<file path="src/rtl/armv8_mem_pkg.sv">
// Shared definitions for the load/store byte-serial memory units.
package armv8_mem_pkg;

  localparam logic [1:0] SZ_B = 2'b00;
  localparam logic [1:0] SZ_H = 2'b01;
  localparam logic [1:0] SZ_W = 2'b10;
  localparam logic [1:0] SZ_D = 2'b11;

  typedef enum logic [1:0] {
    ST_IDLE  = 2'd0,
    ST_WRITE = 2'd1,
    ST_DONE  = 2'd2,
    ST_ERR   = 2'd3
  } lsu_state_t;

  function automatic logic [3:0] size_to_bytes(input logic [1:0] size);
    return 4'd1 << size;
  endfunction

endpackage

</file>
<file path="src/rtl/byte_lane_mux.sv">
// Selects one byte lane of a 64-bit word by beat index, optionally mirrored
// within the access size so the most significant stored byte comes first.
module byte_lane_mux
  import armv8_mem_pkg::*;
#(
  parameter bit BIG_ENDIAN = 1'b0
) (
  input  logic [63:0] data,
  input  logic [1:0]  size,
  input  logic [2:0]  idx,
  output logic [7:0]  lane
);
  logic [7:0] lanes [8];
  logic [3:0] last_idx;
  logic [2:0] sel;

  for (genvar gi = 0; gi < 8; gi++) begin : g_lane
    assign lanes[gi] = data[8*gi +: 8];
  end

  assign last_idx = size_to_bytes(size) - 4'd1;

  always_comb begin
    sel = idx;
    if (BIG_ENDIAN) begin
      sel = last_idx[2:0] - idx;
    end
    lane = lanes[sel];
  end

endmodule

</file>
<file path="src/rtl/store_narrow_serializer.sv">
// Writes the low 1/2/4/8 bytes of a register value to a byte-wide memory
// port, one byte per accepted beat, then pulses done (or err_misalign).
module store_narrow_serializer
  import armv8_mem_pkg::*;
#(
  parameter int ADDR_W      = 64,
  parameter bit BIG_ENDIAN  = 1'b0,
  parameter bit CHECK_ALIGN = 1'b1
) (
  input  logic              clk,
  input  logic              reset,
  input  logic              req_valid,
  output logic              req_ready,
  input  logic [ADDR_W-1:0] req_addr,
  input  logic [63:0]       req_data,
  input  logic [1:0]        req_size,
  output logic              mem_we,
  output logic [ADDR_W-1:0] mem_addr,
  output logic [7:0]        mem_wdata,
  input  logic              mem_ready,
  output logic              busy,
  output logic              done,
  output logic              err_misalign
);
  lsu_state_t        state_reg, state_next;
  logic [ADDR_W-1:0] addr_reg;
  logic [63:0]       data_reg;
  logic [1:0]        size_reg;
  logic [2:0]        idx_reg;
  logic [3:0]        req_mask;
  logic [3:0]        last_idx;
  logic              misaligned;
  logic              accept;
  logic              last_beat;
  logic [7:0]        lane;

  assign req_mask   = size_to_bytes(req_size) - 4'd1;
  assign misaligned = |(req_addr[2:0] & req_mask[2:0]);
  assign accept     = (state_reg == ST_IDLE) && req_valid;
  assign last_idx   = size_to_bytes(size_reg) - 4'd1;
  assign last_beat  = ({1'b0, idx_reg} == last_idx);

  always_ff @(posedge clk or posedge reset) begin
    if (reset) begin
      state_reg <= ST_IDLE;
    end else begin
      state_reg <= state_next;
    end
  end

  // Request fields are captured once; later req_* changes cannot disturb a store.
  always_ff @(posedge clk or posedge reset) begin
    if (reset) begin
      addr_reg <= '0;
      data_reg <= '0;
      size_reg <= SZ_B;
      idx_reg  <= '0;
    end else if (accept) begin
      addr_reg <= req_addr;
      data_reg <= req_data;
      size_reg <= req_size;
      idx_reg  <= '0;
    end else if ((state_reg == ST_WRITE) && mem_ready && !last_beat) begin
      idx_reg <= idx_reg + 3'd1;
    end
  end

  byte_lane_mux #(
    .BIG_ENDIAN(BIG_ENDIAN)
  ) u_lane_mux (
    .data(data_reg),
    .size(size_reg),
    .idx (idx_reg),
    .lane(lane)
  );

  always_comb begin
    state_next   = state_reg;
    req_ready    = 1'b0;
    mem_we       = 1'b0;
    mem_addr     = '0;
    mem_wdata    = '0;
    busy         = 1'b1;
    done         = 1'b0;
    err_misalign = 1'b0;
    case (state_reg)
      ST_IDLE: begin
        req_ready = 1'b1;
        busy      = 1'b0;
        if (req_valid) begin
          state_next = (CHECK_ALIGN && misaligned) ? ST_ERR : ST_WRITE;
        end
      end
      ST_WRITE: begin
        mem_we    = 1'b1;
        mem_addr  = addr_reg + {{(ADDR_W-3){1'b0}}, idx_reg};
        mem_wdata = lane;
        if (mem_ready && last_beat) begin
          state_next = ST_DONE;
        end
      end
      ST_DONE: begin
        done       = 1'b1;
        state_next = ST_IDLE;
      end
      ST_ERR: begin
        err_misalign = 1'b1;
        state_next   = ST_IDLE;
      end
      default: begin
        state_next = ST_IDLE;
      end
    endcase
  end

endmodule
</file>
<file path="config.mk">
export PLATFORM = sky130hd
export DESIGN_NAME = store_narrow_serializer
export DESIGN_NICKNAME = d
export VERILOG_FILES = /design/src/rtl/armv8_mem_pkg.sv /design/src/rtl/byte_lane_mux.sv /design/src/rtl/store_narrow_serializer.sv
export SDC_FILE = /design/constraint.sdc
export NUM_CORES = 1
export LEC_CHECK = 0
export CAP_MARGIN = 10
export CORE_ASPECT_RATIO = 0.75
export CORE_UTILIZATION = 52
export CTS_BUF_LIST = sky130_fd_sc_hd__clkbuf_16
export DETAILED_ROUTE_END_ITERATION = 8
export PLACE_DENSITY = 0.92
export SLEW_MARGIN = 20
export SYNTH_ARGS = -nofsm -noshare
export SYNTH_HDL_FRONTEND = slang
export SYNTH_HIERARCHICAL = 1
export SYNTH_SLANG_ARGS = --single-unit
</file>
<file path="constraint.sdc">
create_clock -name clk -period 7.4 [get_ports clk]
set_input_delay 0.74 -clock clk [delete_from_list [all_inputs] [get_ports clk]]
set_output_delay 0.74 -clock clk [all_outputs]
set_load 0.02 [all_outputs]
</file>
Word level (Yosys, flattened, before mapping)
Index checks and enable logic that the tools add are counted.

storage, ports and cells
  register bits after elaboration = 135
  bits of input ports = 134
  output and inout port bits = 77
  logic and storage cells = 46

cells by class
  add/sub/neg operators = 4
  magnitude comparators = 1
  equality and inequality tests = 6
  shifts and indexed selects = 2
  mux-type cells = 16
  bitwise operators = 2
  reductions and logical operators = 10

operators by type and width
  kind                   count
  $add A64 B3 Y64        1
  $mux W64               1
  $bmux W8 S3            1
  $mux W8                3
  $mux W2                3
  $mux W3                2
  $pmux W2 S3            1
  $mux W1                5
  $eq A2 B2 Y1 const B   2
  $eq A3 B4 Y1           1
  $ge A4 B4 Y1 const B   1
  $logic_and A1 B1 Y1    4
  $not A3 Y4             1
  $shl A1 B2 Y4 const A  1
  $sub A4 B1 Y4 const B  1
  $add A3 B1 Y3 const B  1
  $and A3 B3 Y3          1
  $reduce_or A3 Y1       1
  $shl A1 B2 Y3 const A  1
  $sub A3 B1 Y3 const B  1
  $eq A2 B1 Y1 const B   1
  $logic_not A2 Y1       1
  $ne A2 B1 Y1 const B   1
  $ne A2 B2 Y1 const B   1
  other kinds (4)        4

Depth between registers and ports, before layout
Gate-level depths: netlist of the first run.

  depth in word-level cells = 7
  gate-level depth with buffers = 9
  mapped depth without buffers = 8

By module
The synthesis of the first run kept the hierarchy.

by module, submodules not included
  module                   times used  cells an instance  area each (µm²)  sequential area each (µm²)
  store_narrow_serializer  1           870                6869.1           3378.2
  byte_lane_mux            1           29                 550.5            0.0

Least setup slack after synthesis of the first run
No wires, ideal clock.

  path type = reg-to-output
  start = register idx_reg[0]
  end = output mem_addr[52]
  data arrival time = 2.763 ns
  data required time = 6.660 ns
  path slack = 3.897 ns
  cell stages (with the launch flop) = 10
  path buffers = 1
  path through = dfrtp_1 -> ha_1 -> inv_1 -> fa_1 -> nand2b_1 -> a2111oi_2 -> nand4_1 -> buf_2 -> or3_1 -> a21oi_1

on the way
  word-level cells in the longest chain between the ends = 2

ends and longest elaborated chain
  item                      line                           text
  start: declaration        store_narrow_serializer.sv:29  logic [2:0] idx_reg;
  start signal: assignment  store_narrow_serializer.sv:64  idx_reg <= idx_reg + 3'd1;
  $add A64 B3 Y64           store_narrow_serializer.sv:96  mem_addr = addr_reg + {{(ADDR_W-3){1'b0}}, idx_reg};
  $mux W64                  store_narrow_serializer.sv:86  case (state_reg)
  end: declaration          store_narrow_serializer.sv:18  output logic [ADDR_W-1:0] mem_addr,

Every way passes these cells.

Worst setup path after layout of the first run
  start = register idx_reg[0]
  end = output mem_addr[62]

The elaborated chain is that of the path after synthesis.

==> results.ini, run 1 <==
[timing]
hold_ws_ns=0.463
report.final.slew_viol_count=0
rsz0062_at_grt=false
fmax_mhz=170
tns_ns=0
clock_skew_ns=0.00868
worst_pin_slew_ns=1.07
hold_violations=0
slew_headroom_pct=28.8
period_needed_ns=5.90
fin_crit_sh_pct=79.7
setup_viol=0

[global_routing]
grt_antenna_before_repair=0
grt_first_pass_wirelength_um=33800
grt_overflow=0
grt_pass1_vias=6849
grt_max_degree=82
grt_usage_pct=28.9

[drt]
drtIter0Drc=410
drtAntennaViolNets=0
drt-total-wl_um=20600
via_per_inst=5.54
first_pass_iters=4
vias=7051
wl_per_cell_um=16.2
route.detailed.drc=0

[synth]
ys_ff_latch=135
synth_cell_types=43
yosys_warnings=6
async_reset_ff_share_pct=100
synth_nets=1038
synth_flop_cell=dfrtp_1
ys_seq_area_share_pct=45.5
netlist_top_cells_area=dfrtp_1, nand2_1, mux4_1
synth_largest_area_cell=dfrtp_1
synth_most_common_cell=nand2_1
avgSynthCellArea_um2=8.25
synth_edf_count=0
synth_common_cells=nand2_1, dfrtp_1, nor2_1, clkbuf_1, a21oi_1
yosysTopAreaCellShare_pct=45.5
syn_area_um2=7420
syn_inst=899

[placed_design]
dp_hpwl_um=14500
routabilityCongestion=0.907
portBuffers=210

[run]
drv_cap=0

[cts]
root_buffer=clkbuf_16
numCtsBuffers=17
post_cts_buffers=0
cts_resized=0
cts.clk_slew.worst_paths_ns=0.06
cts_hold_buf=0
worstSkewPairLatency_ns=0.41
htree_levels=4
cts_buffer_depth=2
cts_tree=yes
cts_sinks=135

[floorplanning]
die_area_um2=14800
initial_core_util_pct=53.6
row_count=37
ioPinCount=211
core_um2=13800
dieHeight_um=105
die_width_um=140

[power]
p_leak_nw=4.58
powerDensity_nw_per_um2=405
fin_total_pwr_mw=4.12
ir_drop_mv=0.221

[layout]
drive_gt1_share_pct=5.56
syn_to_final_growth_pct=37.2
fin_nets=1224
antenna_cells=0
nFillCells=1038

[critical_path]
crit_path_start_kind=flip-flop
critPathKind=reg2out
crit_required_ns=6.66
crit_arrival_ns=5.16
crit_path_max_fanout=23
critPathCaptureType=output pin

[status]
status=completed

[min_path]
hp-class=reg2reg

## kinds of logic (layout without fill, tap and decap cells)
| kind of cell | Yosys count | in the layout | synth area share, % |
|---|---|---|---|
| AND/OR/NAND/NOR | 556 | 556 | 32.4 |
| flip-flops | 135 | 135 | 45.5 |
| AO/OA/AOI/OAI | 74 | 74 | 6.00 |
| buffers and inverters | 67 | 266 | 3.79 |
| XOR/XNOR | 37 | 37 | 4.37 |
| multiplexers | 25 | 25 | 6.96 |
| adder cells (fa/ha/maj) | 5 | 5 | 0.944 |
## stage by stage
stage                     instances  area (um2)  worst slack [ns]  util, %
final                          1273       10200              1.50     73.5
after global routing           1273       10200              1.20     73.5
after CTS                      1272       10200              1.52     73.3
after detailed placement       1240        9590              2.01     69.2
after global placement         1240        9590              2.21     69.2
after floorplan                 899        7420              3.05        -
## area by class of cell
class                           count  area, um2  share of cell area, %
Clock buffer                       17        425                   4.18
Clock inverter                     15        141                   1.39
Inverter                           17       68.8                  0.676
Multi-Input combinational cell    697       3770                   37.1
Sequential cell                   135       3380                   33.2
Tap cell                          175        219                   2.15
Timing Repair Buffer              217       2170                   21.4
## path summary, 6_finish.rpt
kind | from | end | cells past startpoint | slack (ns)
setup reg to reg | state_reg[0] | addr_reg[18] | 5 | 4.77
hold reg to reg | data_reg[27] | data_reg[27] | 2 | 0.46
hold / removal | data_reg[27] | data_reg[27] | 2 | 0.46
max in group asynchronous | reset | addr_reg[7] | 4 | 5.62
setup / recovery | idx_reg[0] | mem_addr[62] | 10 | 1.50
min in group asynchronous | reset | data_reg[14] | 2 | 0.74
## cell usage in the layout, fill, tap and decap left out, drive strengths merged, types with 7 or more instances in the layout
master | synthesis | layout
nand2 | 397 | 397
clkdlybuf4s50 | 0 | 210
dfrtp | 135 | 135
nor2 | 45 | 45
a21oi | 31 | 31
xor2 | 28 | 28
nand4 | 27 | 27
o21ai | 25 | 25
inv | 17 | 24
nand3 | 19 | 19
clkbuf | 41 | 17
mux4 | 16 | 16
or3 | 15 | 15
and2 | 14 | 14
o31ai | 11 | 11
or4 | 11 | 11
xnor2 | 9 | 9
mux2 | 8 | 8
and3 | 7 | 7
buf | 9 | 7
## where the power goes
part / internal, mW / switching [mW]
Clock: 0.468 / 0.343
Sequential: 1.09 / 0.358
Combinational: 0.844 / 1.02
## layer usage
metal | global-route usage, % | vias to the layer above | part of all wire [%]
met2 | 45.3 | 295 | 46
met1 | 39.8 | 3365 | 44
met5 | 0 | - | 0
met3 | 5.45 | 50 | 6.9
li1 | - | 3341 | -
met4 | 11.8 | 0 | 3.1
## worst max-delay path, stage by stage, from the launching register on
cell,delay [ns]
dfrtp_1,1.05
ha_1,0.35
inv_1,0.07
fa_1,0.41
nand2b_1,0.19
a2111oi_2,0.36
buf_4,0.26
nand4_1,0.60
or4_1,0.65
a21oi_1,0.18
clkdlybuf4s50_1,0.64
No activity file was read; power rests on OpenSTA's default activity.
==> run 2, diff against run 1 <==
- CORE_UTILIZATION: 52 -> 44
- PLACE_DENSITY: 0.92 -> 0.84
- clock period: 7.4 -> 5 ns (I/O delays scaled with it)
==> run 2 against run 1 <==
The flow now finishes with violations (design-rule violations). Global-route usage down 4.0 points. Sequential share of layout area down 0.55 points. Wire length up 0.48%. Utilization down 9.9 points. Die area up 18%.
==> results.ini, run 2 (synthesis gave the netlist of run 1 again) <==
[placed_design]
dp_hpwl_um=14600  ; +0.68%
place_area_um2=9670  ; +0.85%
portBuffers=210  ; unchanged
routabilityCongestion=0.877  ; -3.3%

[drt]
vias=6968  ; -1.2%
drt-total-wl_um=20700  ; +0.48%
route.detailed.drc=24  ; +24
wl_per_cell_um=15.8  ; -2.5%
via_per_inst=5.31  ; -4.1%
drtAntennaViolNets=0  ; unchanged
drtIter0Drc=500  ; +22%
first_pass_iters=8  ; +4

[cts]
cts_resized=0  ; unchanged
htree_levels=4  ; unchanged
cts.clk_slew.worst_paths_ns=0.06  ; about the same
numCtsBuffers=17  ; unchanged
cts_buffer_depth=2  ; unchanged
cts_sinks=135  ; unchanged
root_buffer=clkbuf_16
post_cts_buffers=0  ; unchanged
cts_hold_buf=0  ; unchanged
cts_tree=yes
worstSkewPairLatency_ns=0.42  ; about the same

[layout]
layout_common_cells=nand2_1, clkdlybuf4s50_1, dfrtp_1
final_common_cell=nand2_1
drive_gt1_share_pct=5.99  ; +0.43 points
syn_to_final_growth_pct=39.5
fin_nets=1228  ; +0.33%
antenna_cells=0  ; unchanged
fin_util_pct=63.6  ; -9.9 points
final_area_um2=10400  ; +1.7%

[global_routing]
grt_overflow=0  ; unchanged
grt_first_pass_wirelength_um=34100  ; +0.88%
grt_usage_pct=24.9  ; -4.0 points
grt_pass1_vias=6629  ; -3.2%
grt_antenna_before_repair=0  ; unchanged
grt_max_degree=90  ; +9.8%

[timing]
fin_crit_sh_pct=89.7
rsz0062_at_grt=false
period_needed_ns=4.49
hold_violations=0  ; unchanged
setup_viol=0  ; unchanged
report.final.slew_viol_count=0  ; unchanged
fmax_mhz=223
tns_ns=0  ; unchanged
clock_skew_ns=0.00762  ; -0.00106 ns
slew_headroom_pct=46.4  ; +18 points
worst_pin_slew_ns=0.805  ; -0.263 ns

[floorplanning]
die_area_um2=17400  ; +18%
ioPinCount=211  ; unchanged
initial_core_util_pct=45.6  ; -8.0 points
dieHeight_um=114  ; +8.5%
core_um2=16300  ; +18%
row_count=40  ; +8.1%
die_width_um=152  ; +8.6%

[power]
ir_drop_mv=0.265  ; +20%
p_leak_nw=4.66  ; +1.8%
powerDensity_nw_per_um2=613  ; +52%

[status]
status=complete, but fails checks
violations=design-rule violations

[critical_path]
crit_path_start_kind=flip-flop
cp.buffers_inverters=3  ; unchanged
crit_required_ns=4.50  ; -2.16 ns
critPathMaxStageDelay_ns=0.67  ; -0.38 ns
crit_path_max_fanout=17  ; -26%
critical_path.top_delay_family=buffers and inverters
crit_arrival_ns=3.99  ; -1.17 ns
path_cells=inv_1, fa_1, nand2b_1, a2111oi_2, nand4_1, buf_4, or4_1, a21oi_1, clkdlybuf4s50_1
critPathCaptureType=output pin
cpMaxStageDelayCell=dfrtp_1
critPathKind=reg2out

[min_path]
hp-class=reg2reg

[run]
drv_cap=0  ; unchanged

==> run 2: power by group <==
group / total [mW] / internal, mW / switching, mW
logic: 2.81 / 1.25 / 1.55
registers: 2.08 / 1.61 / 0.471
clock network: 1.46 / 0.949 / 0.515
total: 6.35 / 3.81 / 2.54
==> run 2: final timing paths <==
check | startpoint | to | slack, ns | cells after the start
setup / recovery | idx_reg[1] | mem_addr[60] | 0.51 | 9
hold / removal | data_reg[11] | data_reg[11] | 0.47 | 2
setup reg to reg | state_reg[1] | idx_reg[2] | 2.61 | 6
hold reg to reg | data_reg[11] | data_reg[11] | 0.47 | 2
max in group asynchronous | reset | data_reg[55] | 3.24 | 3
min in group asynchronous | reset | addr_reg[52] | 0.63 | 2
==> run 2: per-stage QoR <==
step                      total power [mW]  setup WS (ns)  cells  hold slack (ns)
after floorplan                       3.77          0.889    899            0.437
after detailed placement              4.89          0.969   1280            0.455
after CTS                             6.38          0.515   1312            0.472
after global routing                  6.78          0.206   1312            0.495
final                                 6.35          0.514   1312            0.468
after global placement                4.79           1.04   1280            0.451
==> run 2: worst register-to-register path, cell delays in order (launching register included) <==
cell and delay (ns):
dfrtp_1 0.41, nand2b_2 0.48, inv_1 0.38, nand2_1 0.09, a211oi_1 0.52, a211oi_1 0.16
a31o_2 0.23
==> run 2: final cells by class <==
class	instances	area, um2
tap	210	263
sequential	135	3380
clock inverter	15	260
multi-input combinational	697	3770
clock buffer	17	425
timing repair buffer	221	2180
inverter	17	68.8
fill	1326	5910
==> run 2: layer usage <==
layer / vias to the layer above / GRT usage, % / share of wire [%]
li1: 3355 / - / -
met1: 3328 / 33.7 / 45
met2: 257 / 39.3 / 46
met3: 28 / 6.17 / 7.2
met4: 0 / 8.91 / 1.8
met5: - / 0 / 0
==> run 3, diff against run 2 <==
- ABC_AREA: not set -> 1
- CORE_MARGIN: not set -> 2
- CORE_UTILIZATION: 44 -> 46
- SLEW_MARGIN: 20 -> 40
==> run 3 against run 2 <==
The flow now finishes without violations. Synthesized area is 17% higher. Power is 14% higher. Clock skew is 0.0054 ns higher. Utilization is 1.1 points lower. Register-to-register slack better by 0.18 ns. Combinational power is 30% higher. Worst setup slack better by 0.63 ns. Flip-flop and latch count stayed put. Largest cell class unchanged. Hold slack better by 0.037 ns. Synthesized cell count is 31% higher. Clock power is 8% lower.
==> results.ini, run 3 <==
[layout]
drive_gt1_share_pct=14.2  ; +8.2 points
final_common_cell=nand2_1
syn_to_final_growth_pct=32.8
nFillCells=1665  ; +26%
layout_common_cells=nand2_1, clkdlybuf4s50_1, nor2_1
fin_nets=1517  ; +24%

[drt]
wl_per_cell_um=17.7  ; +12%
drtAntennaViolNets=0  ; unchanged
drtIter0Drc=778  ; +56%
first_pass_iters=5  ; -3
drt-total-wl_um=28900  ; +40%
route.detailed.drc=0  ; -100%
vias=8570  ; +23%
via_per_inst=5.23  ; -1.5%

[synth]
synth_cell_types=34  ; -21%
synth_largest_area_cell=dfrtp_1
yosysTopAreaCellShare_pct=38.8  ; -6.8 points
synth_flop_cell=dfrtp_1
syn_area_um2=8720  ; +17%
synth_nets=1319  ; +27%
synth_most_common_cell=nand2_1
synth_edf_count=0  ; unchanged
syn_inst=1180  ; +31%
ys_ff_latch=135  ; unchanged
synth_common_cells=nand2_1, nor2_1, inv_1, dfrtp_1, mux2_2
avgSynthCellArea_um2=7.39  ; -10%
async_reset_ff_share_pct=100  ; unchanged
yosys_warnings=6  ; unchanged
ys_seq_area_share_pct=38.8  ; -6.8 points
netlist_top_cells_area=dfrtp_1, nand2_1, mux2_2

[timing]
hold_violations=0  ; unchanged
setup_viol=0  ; unchanged
clock_skew_ns=0.0130  ; +0.00535 ns
rsz0062_at_grt=false
period_needed_ns=3.86  ; -0.631 ns
report.final.slew_viol_count=0  ; unchanged
fmax_mhz=259  ; +16%
fin_crit_sh_pct=77.1  ; -13 points
slew_headroom_pct=60.2  ; +14 points
worst_pin_slew_ns=0.597  ; -0.208 ns
tns_ns=0  ; unchanged

[cts]
cts_tree=yes
cts_sinks=135  ; unchanged
cts.clk_slew.worst_paths_ns=0.06  ; about the same
cts_buffer_depth=2  ; unchanged
root_buffer=clkbuf_16
cts_hold_buf=0  ; unchanged
worstSkewPairLatency_ns=0.44  ; +0.02 ns
htree_levels=4  ; unchanged
numCtsBuffers=17  ; unchanged
cts_resized=0  ; unchanged
post_cts_buffers=0  ; unchanged

[power]
clock_power_share_pct=18.5  ; -4.6 points
p_int_mw=3.98  ; +4.6%
power_switching_mw=3.24  ; +28%
ir_drop_mv=0.433  ; +64%
powerDensity_nw_per_um2=624  ; +1.8%
fin_total_pwr_mw=7.23  ; +14%
p_seq_share_pct=31.1  ; -1.6 points
p_leak_nw=5.40  ; +16%
p_comb_share_pct=50.3  ; +6.1 points
switching_share_pct=44.8  ; +4.8 points

[global_routing]
grt_first_pass_wirelength_um=43800  ; +29%
grt_usage_pct=29.3  ; +4.4 points
grt_antenna_before_repair=1  ; +1
grt_max_degree=133  ; +48%
grt_overflow=0  ; unchanged
grt_pass1_vias=7941  ; +20%

[critical_path]
crit_arrival_ns=3.36  ; -0.63 ns
critPathKind=reg2out
crit_required_ns=4.50  ; about the same
crit_path_max_fanout=22  ; +5
worstSetupStartpoint=idx_reg[1]
rr_startpoint=state_reg[0]
critPathCaptureType=output pin
crit_path_start_kind=flip-flop

[placed_design]
dp_hpwl_um=22000  ; +51%
routabilityCongestion=1.00  ; +14%
portBuffers=210  ; unchanged

[floorplanning]
dieHeight_um=123  ; +7.6%
ioPinCount=211  ; unchanged
die_area_um2=20100  ; +15%
initial_core_util_pct=47.1  ; +1.5 points
row_count=43  ; +7.5%
die_width_um=163  ; +7.2%
core_um2=18500  ; +14%

[run]
drv_cap=0  ; unchanged

[status]
status=completed

[min_path]
hp-class=reg2reg
worstHoldStart=data_reg[52]

## run 3: area by class of cell
class,instances,area (um2),area share (%)
Multi-Input combinational cell,848,4490,38.8
Sequential cell,135,3380,29.2
Timing Repair Buffer,216,2170,18.7
Inverter,160,611,5.27
Clock buffer,17,425,3.67
Tap cell,247,309,2.67
Clock inverter,15,193,1.66
Antenna cell,1,2.50,0.0216
## run 3: final timing paths
check                                    end  slack (ns)  cells after the start
worst max-delay path            mem_addr[34]        1.14                     12
worst min-delay path            data_reg[52]        0.50                      1
worst max register to register  addr_reg[35]        2.79                      5
worst min register to register  data_reg[52]        0.50                      1
max in group asynchronous       addr_reg[13]        3.63                      3
min in group asynchronous       data_reg[46]        0.53                      2
## run 3: worst max-delay path: stages (launching register included)
cell and delay (ns):
dfrtp_2 0.66, inv_1 0.13, fa_1 0.40, inv_1 0.10, nand3_1 0.09, nand2_2 0.14, nand3_1 0.21, inv_1 0.17
nand2_1 0.12, o21bai_1 0.14, inv_1 0.05, nor2_1 0.09, clkdlybuf4s50_1 0.62
## run 3: power by group through the flow
stage          logic [mW]  registers (mW)  clock network [mW]
2_1_floorplan        2.50            1.97                   0
3_3_place_gp         3.50            2.20                   0
3_5_place_dp         3.56            2.22                   0
4_1_cts              3.59            2.22                1.35
5_1_grt              3.97            2.31                1.39
6_report             3.64            2.25                1.34
## run 3: layer usage
layer	global-route usage, %	share of wire, %	routed length, um	vias to the layer above
li1	-	-	-	4084
met1	43.6	46	13300	4037
met2	41.4	42	12100	417
met3	8.65	11	3140	32
met4	7.69	1.6	465	0
met5	0	0	0	-
## run 3: cells by family (layout without fill, tap and decap cells)
kind of cell    count (synthesis)  count (layout)  synth area share [%]
fa+ha+maj                       5               5                 0.804
flops                         135             135                  38.8
mux                            96              96                  12.4
other cells                     0               1                     0
compound gates                 94              94                  5.68
buf+inv                       197             408                  9.89
simple gates                  641             641                  31.3
xor+xnor                       12              12                  1.21
## run 3: stage by stage
stage / utilization [%] / cells / worst slack [ns] / cell area [um2] / hold WS (ns)
floorplan: - / 1180 / 0.889 / 8720 / 0.459
CTS: 62.4 / 1637 / 0.835 / 11500 / 0.507
finish: 62.6 / 1639 / 1.14 / 11600 / 0.504
global route: 62.6 / 1639 / 0.907 / 11600 / 0.517
detailed placement: 59.0 / 1605 / 1.31 / 10900 / 0.493
global placement: 59.0 / 1605 / 1.40 / 10900 / 0.480
